[src/rtl/msf_frame_sync.sv]
// msf_frame_sync: locks to the MSF minute marker and slices the 10 Hz sample stream
// into seconds, extracting the A/B bits and flagging frame violations.
module msf_frame_sync #(
  parameter logic OFF_LEVEL  = 1'b1,
  parameter int   MARKER_MIN = 4,
  parameter int   MARKER_MAX = 6
) (
  input  logic       clk_i,
  input  logic       rst_i,
  input  logic       bit_i,
  input  logic       valid_i,
  output logic       synced_o,
  output logic [5:0] second_o,
  output logic       a_o,
  output logic       b_o,
  output logic       bit_valid_o,
  output logic       minute_o,
  output logic       err_o
);
  localparam logic [2:0] MK_MIN = 3'(MARKER_MIN);
  localparam logic [2:0] MK_MAX = 3'(MARKER_MAX);
  typedef enum logic {HUNT, SYNC} state_t;
  state_t     state;
  logic [2:0] off_run;
  logic [3:0] slot;
  logic [5:0] second;
  logic       a_cap, b_cap;
  logic       off, on, marker, short_run;
  always_comb begin
    off       = valid_i && bit_i == OFF_LEVEL;
    on        = valid_i && bit_i != OFF_LEVEL;
    marker    = on && off_run != 3'd7 && off_run >= MK_MIN && off_run <= MK_MAX;
    short_run = off_run != 3'd0 && off_run < MK_MIN;
  end
  assign synced_o = state == SYNC;
  // the marker's terminating on-sample occupies slot 5, so the next sample is slot 6
  always_ff @(posedge clk_i) begin
    if (rst_i) begin
      state       <= HUNT;
      off_run     <= 3'd0;
      slot        <= 4'd0;
      second      <= 6'd0;
      a_cap       <= 1'b0;
      b_cap       <= 1'b0;
      second_o    <= 6'd0;
      a_o         <= 1'b0;
      b_o         <= 1'b0;
      bit_valid_o <= 1'b0;
      minute_o    <= 1'b0;
      err_o       <= 1'b0;
    end else begin
      bit_valid_o <= 1'b0;
      minute_o    <= 1'b0;
      err_o       <= 1'b0;
      if (valid_i) begin
        off_run <= off ? (off_run == 3'd7 ? 3'd7 : off_run + 3'd1) : 3'd0;
        if (state == HUNT) begin
          if (marker) begin
            state    <= SYNC;
            second   <= 6'd0;
            slot     <= 4'd6;
            minute_o <= 1'b1;
          end
        end else if (marker && second != 6'd0) begin
          err_o  <= 1'b1;
          second <= 6'd0;
          slot   <= 4'd6;
        end else if (marker) begin
          minute_o <= 1'b1;
          slot     <= 4'd6;
        end else if (on && (slot == 4'd0 || (second == 6'd0 && short_run))) begin
          err_o <= 1'b1;
          state <= HUNT;
        end else begin
          if (slot == 4'd1) a_cap <= off;
          if (slot == 4'd2) b_cap <= off;
          if (slot == 4'd9 && second != 6'd0) begin
            a_o         <= a_cap;
            b_o         <= b_cap;
            second_o    <= second;
            bit_valid_o <= 1'b1;
          end
          slot   <= slot == 4'd9 ? 4'd0 : slot + 4'd1;
          second <= slot != 4'd9 ? second : (second == 6'd59 ? 6'd0 : second + 6'd1);
        end
      end
    end
  end
endmodule
[config.mk]
export PLATFORM = sky130hd
export DESIGN_NAME = msf_frame_sync
export DESIGN_NICKNAME = d
export VERILOG_FILES = /design/src/rtl/msf_frame_sync.sv
export SDC_FILE = /design/constraint.sdc
export NUM_CORES = 1
export LEC_CHECK = 0
export BUFFER_PORTS_ARGS = -buffer_cell sky130_fd_sc_hd__buf_2
export CAP_MARGIN = 20
export CORE_MARGIN = 1
export CORE_UTILIZATION = 55
export CTS_BUF_LIST = sky130_fd_sc_hd__clkbuf_4 sky130_fd_sc_hd__clkbuf_8 sky130_fd_sc_hd__clkbuf_16
export DETAILED_ROUTE_END_ITERATION = 6
export GPL_ROUTABILITY_DRIVEN = 1
export GPL_TIMING_DRIVEN = 0
export HOLD_SLACK_MARGIN = 0.05
export PLACE_DENSITY_LB_ADDON = 0.1
export SETUP_SLACK_MARGIN = 0.15
export SLEW_MARGIN = 10
export SYNTH_ARGS = -nofsm -noshare
export SYNTH_HDL_FRONTEND = slang
export SYNTH_SLANG_ARGS = --single-unit
export TNS_END_PERCENT = 30
[constraint.sdc]
create_clock -name clk_i -period 3.2 [get_ports clk_i]
set_clock_uncertainty 0.2 [all_clocks]
set_input_delay 0 -clock clk_i [delete_from_list [all_inputs] [get_ports clk_i]]
set_output_delay 0 -clock clk_i [all_outputs]
set_load 0.02 [all_outputs]
==> results of run 1 <==
==> path summary, 6_finish.rpt <==
kind,start,endpoint,slack (ps),depth (start not counted)
setup / recovery,second[0],second[3],650,9
hold / removal,second_o[2],second_o[2],310,2
setup reg to reg,second[0],second[3],650,9
hold reg to reg,second_o[2],second_o[2],310,2
==> worst min-delay path, delay by kind of cell, from the launching register on <==
family	cells	cell delay, ps
AND/OR/NAND/NOR	1	70
flip-flops	1	350
multiplexers	1	60
==> state kept, by name, summed over array words and instances, names as in the netlist <==
register     cells
a_cap            1
minute_o         1
b_o              1
off_run          3
slot             4
a_o              1
err_o            1
synced_o         1
b_cap            1
second           6
second_o         6
bit_valid_o      1
==> cells in the mapped netlist, types with 2 or more instances <==
library cell and count:
nand2b_1 4, inv_1 9, o21ai_0 9, a31oi_1 2, mux2i_1 9, nor2b_1 2
and3_1 6, a211oi_1 3, or4_1 3, nor4b_1 2, nor4_1 4, nand3_1 7
ha_1 5, buf_6 2, nor2_1 21, dfxtp_1 27, buf_2 4, clkbuf_1 5
nor2_2 2, nor3_1 4, nand3b_1 2, or3_1 2, nand2_1 13, a21oi_1 13
==> final cells by class <==
cell class                 count  area share
clock inverter                 1     0.00316
sequential                    27       0.342
inverter                       9      0.0214
tap                           30      0.0237
timing repair buffer          16      0.0633
buffer                        12      0.0419
multi-input combinational    125       0.491
clock buffer                   3      0.0142
==> cell usage in the layout, fill, tap and decap left out, types with 3 or more instances in the layout <==
cell type / n
dfxtp_1: 27
nor2_1: 21
buf_2: 16
a21oi_1: 13
nand2_1: 13
inv_1: 9
mux2i_1: 9
o21ai_0: 9
nand3_1: 7
and3_1: 6
clkbuf_1: 5
ha_1: 5
nor3_1: 4
nor4_1: 4
nand2b_1: 4
dlygate4sd3_1: 4
a211oi_1: 3
or4_1: 3
clkbuf_4: 3
==> per-layer routing <==
metal  vias to the layer above  track usage  wire, µm
li1                        646            -         -
met1                       581        0.347      1450
met2                        43        0.376      1350
met3                         4       0.0348       154
met4                         0       0.0614        26
met5                         -            0         0
==> power groups by stage <==
stage	Sequential, mW	Clock [mW]	Combinational, mW
after floorplan	0.345	0	0.0161
after global placement	0.346	0	0.0205
after detailed placement	0.346	0	0.0211
after CTS	0.339	0.154	0.0249
after global routing	0.339	0.172	0.0287
final	0.339	0.152	0.0254
==> cell families (layout without fill, tap and decap cells) <==
| logic type | after synthesis | in the layout | share of synthesized area |
|---|---|---|---|
| and+or+nand+nor | 78 | 78 | 0.297 |
| adders and majority gates | 5 | 5 | 0.0442 |
| AOI/OAI and AO/OA | 32 | 32 | 0.137 |
| muxes | 9 | 9 | 0.0636 |
| buffers and inverters | 21 | 41 | 0.0707 |
| xor gates and xnor gates | 1 | 1 | 0.00618 |
| DFF | 27 | 27 | 0.382 |
==> per-stage QoR <==
stage / std cells / power (mW) / hold WS (ps) / setup slack [ps] / area, µm²
global placement: 215 / 0.366 / 161 / 718 / 1510
floorplan: 173 / 0.362 / 108 / 925 / 1420
detailed placement: 215 / 0.367 / 164 / 699 / 1510
global route: 223 / 0.540 / 356 / 445 / 1580
CTS: 223 / 0.517 / 313 / 659 / 1580
finish: 223 / 0.516 / 309 / 652 / 1580
==> run metrics, run 1 <==
Worst Tran Pin Value=just under 500 ps; CTS H-tree depth=1; Yosys top cell by area=dfxtp_1; # Post-CTS Setup Buffers=0; CP top delay family=simple AND/OR/NAND/NOR gates; sequential share of power=0.656; asr flop ratio synth=0; vias in the first global route=1138; clock share of power=0.295; status=finished clean; fin util=0.644; slowest CP cell=or4b_1; drt total wl=between 2000 and 3000 µm; Critical Path AT=2620 ps; Critical Path Sink Type=flop; # Max-Cap Violations=0; Mapped Cells=between 150 and 200; Clock Tree Root=clkbuf_4; Distinct cells, synth=37; Syn Nets=182; Resize count post-CTS=0; RSZ-0062 raised after global routing=false; post-synth top area share=0.382; Starting Density=0.577; Int Pwr=0.394 mW; Post-synth EDFFs=0; Comb pwr share=0.049; Critical Path Start Type=flop; hold_buf cts=4; clock sink count=27; Pins Over Slew Limit=0; area growth from synthesis to layout=11.7%; Worst Path Max Fanout=10; Worst EP required=around 3300 ps; sw power=~0.12 mW; switching share of power=0.238; Peak VDD IR=around 0.00028 V; GP Congestion=between 0.9 and 1; clk slew on worst S/H paths=about 160 ps; Pre-Repair DR Iteration Count=4; IO Pins=16; final setup vio count=0; Final #Nets=roughly 200; pwr dens=between 300 and 400 mW/mm²; PortBufs=12; Ys Warns=0; Layout fillers=~230; final worst path period share=0.796; min cycle time layout=between 2000 and 3000 ps; # rows=18; Vias=1274; Sum Neg Setup Slack=0 ps; 1st-iter DRT viols=between 50 and 60; routed wire length per instance=13.4 µm; DRT antenna net count=0; area of the multi-input gates=between 700 and 800 µm²; Tot GR Track Use=0.243; CP peak stage delay=~500 ps; syn_area_per_cell=around 8.2 µm²; largest net degree at the start of global routing=16; Hold WC Path Type=reg2reg; Synth Cell Area=approximately 0.0014 mm²; Buffers & Inverters on Critical Path=2; CTS tree=done; Ant. Diodes=0; CTS Buf Count=3; Max Clock Freq=slightly below 400 MHz; Fin. Hold Viols=0; antenna violations before repair=0; first-pass GRT wire length=between 5000 and 6000 µm; via/cell ratio=approximately 5.7; clk buf depth=2; Die H=roughly 53 µm; type of the worst setup path=reg2reg; FF+latch count, synth=27; LEAKAGE=about 0.61 nW; max_slew headroom=0.672; dominant cells by area after synthesis=dfxtp_1 38%, mux2i_1 6.4%, nor2_1 5.6%; die area=around 0.0028 mm²; Primary FF master, synth=dfxtp_1; CP dominant cell by count=a21oi_1; grt ovf=0; sequential area share after synthesis=0.382; die width=between 50 and 60 µm; Worst-Skew Late Latency=330 ps; core region area=0.00245 mm²; # DRC=0; HPWL Detailed=between 2000 and 2500 µm; CP cell instances=inv_1 -> ha_1 -> nor4b_1 -> a21oi_1 -> and3_1 -> o31ai_2 -> buf_6 -> or4b_1 -> a21oi_1; Seq. cell area=about 540 µm²; share of cells above drive strength 1=0.145
Power figures use the tool's default switching activity.
==> inputs of run 2 (changes only) <==
ABC_AREA = 1   (was default)
CORE_ASPECT_RATIO = 2   (was default)
CORE_UTILIZATION = 51   (was 55)
clock period = 2.06 ns   (was 3.2 ns; I/O delays follow)
==> run metrics, run 2 <==
post-synth top area share=0.369 (-0.0130); 1st-iter DRT viols=62 (+17%); type of the worst setup path=reg2reg; CTS Buf Count=3 (unchanged); IO Pins=16 (unchanged); share of cells above drive strength 1=0.232 (+0.0873); Starting Density=0.536 (-0.0411); Tot GR Track Use=0.258 (+0.0158); most common cell after layout, fill and taps aside=nand2_1; vias in the first global route=1432 (+26%); Hold Crit Depth=2 (unchanged); Worst Path Max Fanout=5 (-5); via/cell ratio=5.61 (-1.8%); Seq. cell area=551 µm² (+1.9%); die area=0.00311 mm² (+12%); Pre-Repair DR Iteration Count=4 (unchanged); Primary FF master, synth=dfxtp_1; Fin. Hold Viols=0 (unchanged); Vias=1515 (+19%); Die H=77.8 µm (+48%); Ant. Diodes=0 (unchanged); area growth from synthesis to layout=25.9%; area of the multi-input gates=930 µm² (+20%); syn_area_per_cell=6.95 µm² (-15%); pwr dens=500 mW/mm² (+53%); Layout fillers=228 (+1.3%); Hold WC Path Type=reg2reg; DRT antenna net count=0 (unchanged); clk buf depth=2 (unchanged); sequential area share after synthesis=0.369 (-0.0130); dominant cells by area after synthesis=dfxtp_1 37%, nand2_1 12%, nor2_1 8.4%; grt ovf=0 (unchanged); Pins Over Slew Limit=0 (unchanged); # DRC=0 (unchanged); Setup WS pre-CTS=22.7 ps (-676 ps); Critical Path AT=1900 ps (-720 ps); Post-synth top cells=45 x nand2_1, 33 x nor2_1, 27 x dfxtp_1; Distinct cells, synth=24 (-35%); Worst Tran Pin Value=490 ps (-2.21 ps); antenna violations before repair=0 (unchanged); routed wire length per instance=14.3 µm (+6.9%); first-pass GRT wire length=5740 µm (+13%); Final #Nets=251 (+24%); RSZ-0062 raised after global routing=true; Critical Path Start Type=flop; clk slew on worst S/H paths=100 ps (-60 ps); drt total wl=3860 µm (+29%); Post-synth EDFFs=0 (unchanged); commonest cells after routing, fill and taps aside=39 x nand2_1, 30 x nor2_1, 23 x dfxtp_1, 21 x inv_1, 20 x a21oi_1; fin util=0.675 (+0.0307); Ys Warns=0 (unchanged); Worst-Skew Late Latency=290 ps (-40 ps); Clock Tree Root=clkbuf_8; die width=39.9 µm (-24%); final setup vio count=0 (unchanged); CTS H-tree depth=1 (unchanged); HPWL Detailed=2670 µm (+25%); asr flop ratio synth=0 (unchanged); status=finished clean; final worst path period share=0.906 (+0.110); CTS tree=done; FF+latch count, synth=27 (unchanged); Yosys top cell by area=dfxtp_1; LEAKAGE=0.720 nW (+19%); cell with the most instances after synthesis=nand2_1; largest net degree at the start of global routing=17 (+1); core region area=0.00274 mm² (+11%); Largest regs=second x6, second_o x6, slot x4; # rows=27 (+9); GP Congestion=0.901 (-4.0%); Critical Path Sink Type=flop; clock sink count=27 (unchanged); min cycle time layout=1870 ps (-682 ps); # Max-Cap Violations=0 (unchanged); Sum Neg Setup Slack=0 ps (unchanged); Mapped Cells=211 (+22%); Peak VDD IR=0.000458 V (+63%); R2R cell count=12 (+3); Synth Cell Area=0.00147 mm² (+3.5%); final worst slack=194 ps (-458 ps); Max Clock Freq=536 MHz (+37%); Worst EP required=2100 ps (-1170 ps); max_slew headroom=0.674 (+0.00148); PortBufs=15 (+3); Syn Nets=220 (+21%)
-- run 2: changes by cell type after synthesis, moves of 6 or more --
cell | previous run | this run
nor2_1 | 21 | 33
a21oi_1 | 13 | 20
nand4_1 | 1 | 14
nand3_1 | 7 | 14
nand2_1 | 13 | 45
o21ai_0 | 9 | 2
mux2i_1 | 9 | 0
and3_1 | 6 | 0
inv_1 | 9 | 23
-- run 2: path summary, 6_finish.rpt --
| kind | slack [ps] | to | from |
|---|---|---|---|
| max reg2reg | 190 | second[2] | off_run[0] |
| min | 260 | b_o | b_o |
| min reg2reg | 260 | b_o | b_o |
| max | 190 | second[2] | off_run[0] |
-- run 2: worst max-delay path: stages, from the launching register on --
cell	delay, ps
dfxtp_4	380
inv_4	70
ha_4	120
inv_2	40
nand2_4	70
nand2_2	80
nor2_4	210
nor2_4	80
nor2_4	210
nand3_4	120
nand2_2	80
nand2_1	40
nor2_1	110
-- run 2: through the flow --
step	std cells	power, mW	instance area, µm²	hold WS, ps
after floorplan	211	0.569	1470	-131
after global placement	255	0.584	1580	72.5
after detailed placement	255	0.586	1580	80.1
after CTS	269	0.907	1730	265
after global routing	270	0.941	1850	292
final	270	0.923	1850	263
-- run 2: routing by layer --
metal | wire length [µm] | vias to the layer above | track usage
li1 | - | 758 | -
met1 | 1440 | 710 | 0.253
met2 | 2200 | 39 | 0.463
met3 | 123 | 8 | 0.0371
met4 | 92 | 0 | 0.138
met5 | 0 | - | 0
-- run 2: repair_timing --
item	CTS	global route
gates resized for setup	7	27
pin swaps	6	12
gates cloned	1	0
hold buffers	5	0
endpoints found under the hold margin	9	0
endpoints found under the setup margin	16	20
buffers inserted	4	1
-- run 2: power breakdown --
part | internal, mW | leakage (nW) | total, mW | switching [mW]
clock | 0.138 | 0.0217 | 0.331 | 0.193
sequential | 0.522 | 0.220 | 0.525 | 0.00333
combinational | 0.0241 | 0.479 | 0.0669 | 0.0428
total | 0.684 | 0.720 | 0.923 | 0.239
-- run 2: layout make-up --
cell class                      instances  area share
Clock inverter                          1     0.00407
Multi-Input combinational cell        156       0.503
Buffer                                  4      0.0122
Clock buffer                            3      0.0224
Inverter                               25      0.0522
Tap cell                               29      0.0196
Sequential cell                        27       0.298
Timing Repair Buffer                   25      0.0881
-- run 2: cell families (layout without fill, tap and decap cells) --
group / count (synthesis) / count (layout) / synth area share
buffers and inverters: 29 / 58 / 0.0759
AO/OA/AOI/OAI: 25 / 25 / 0.0956
flip-flops: 27 / 27 / 0.369
adder cells (fa/ha/maj): 5 / 5 / 0.0427
AND/OR/NAND/NOR: 122 / 123 / 0.399
XOR/XNOR: 3 / 3 / 0.0179
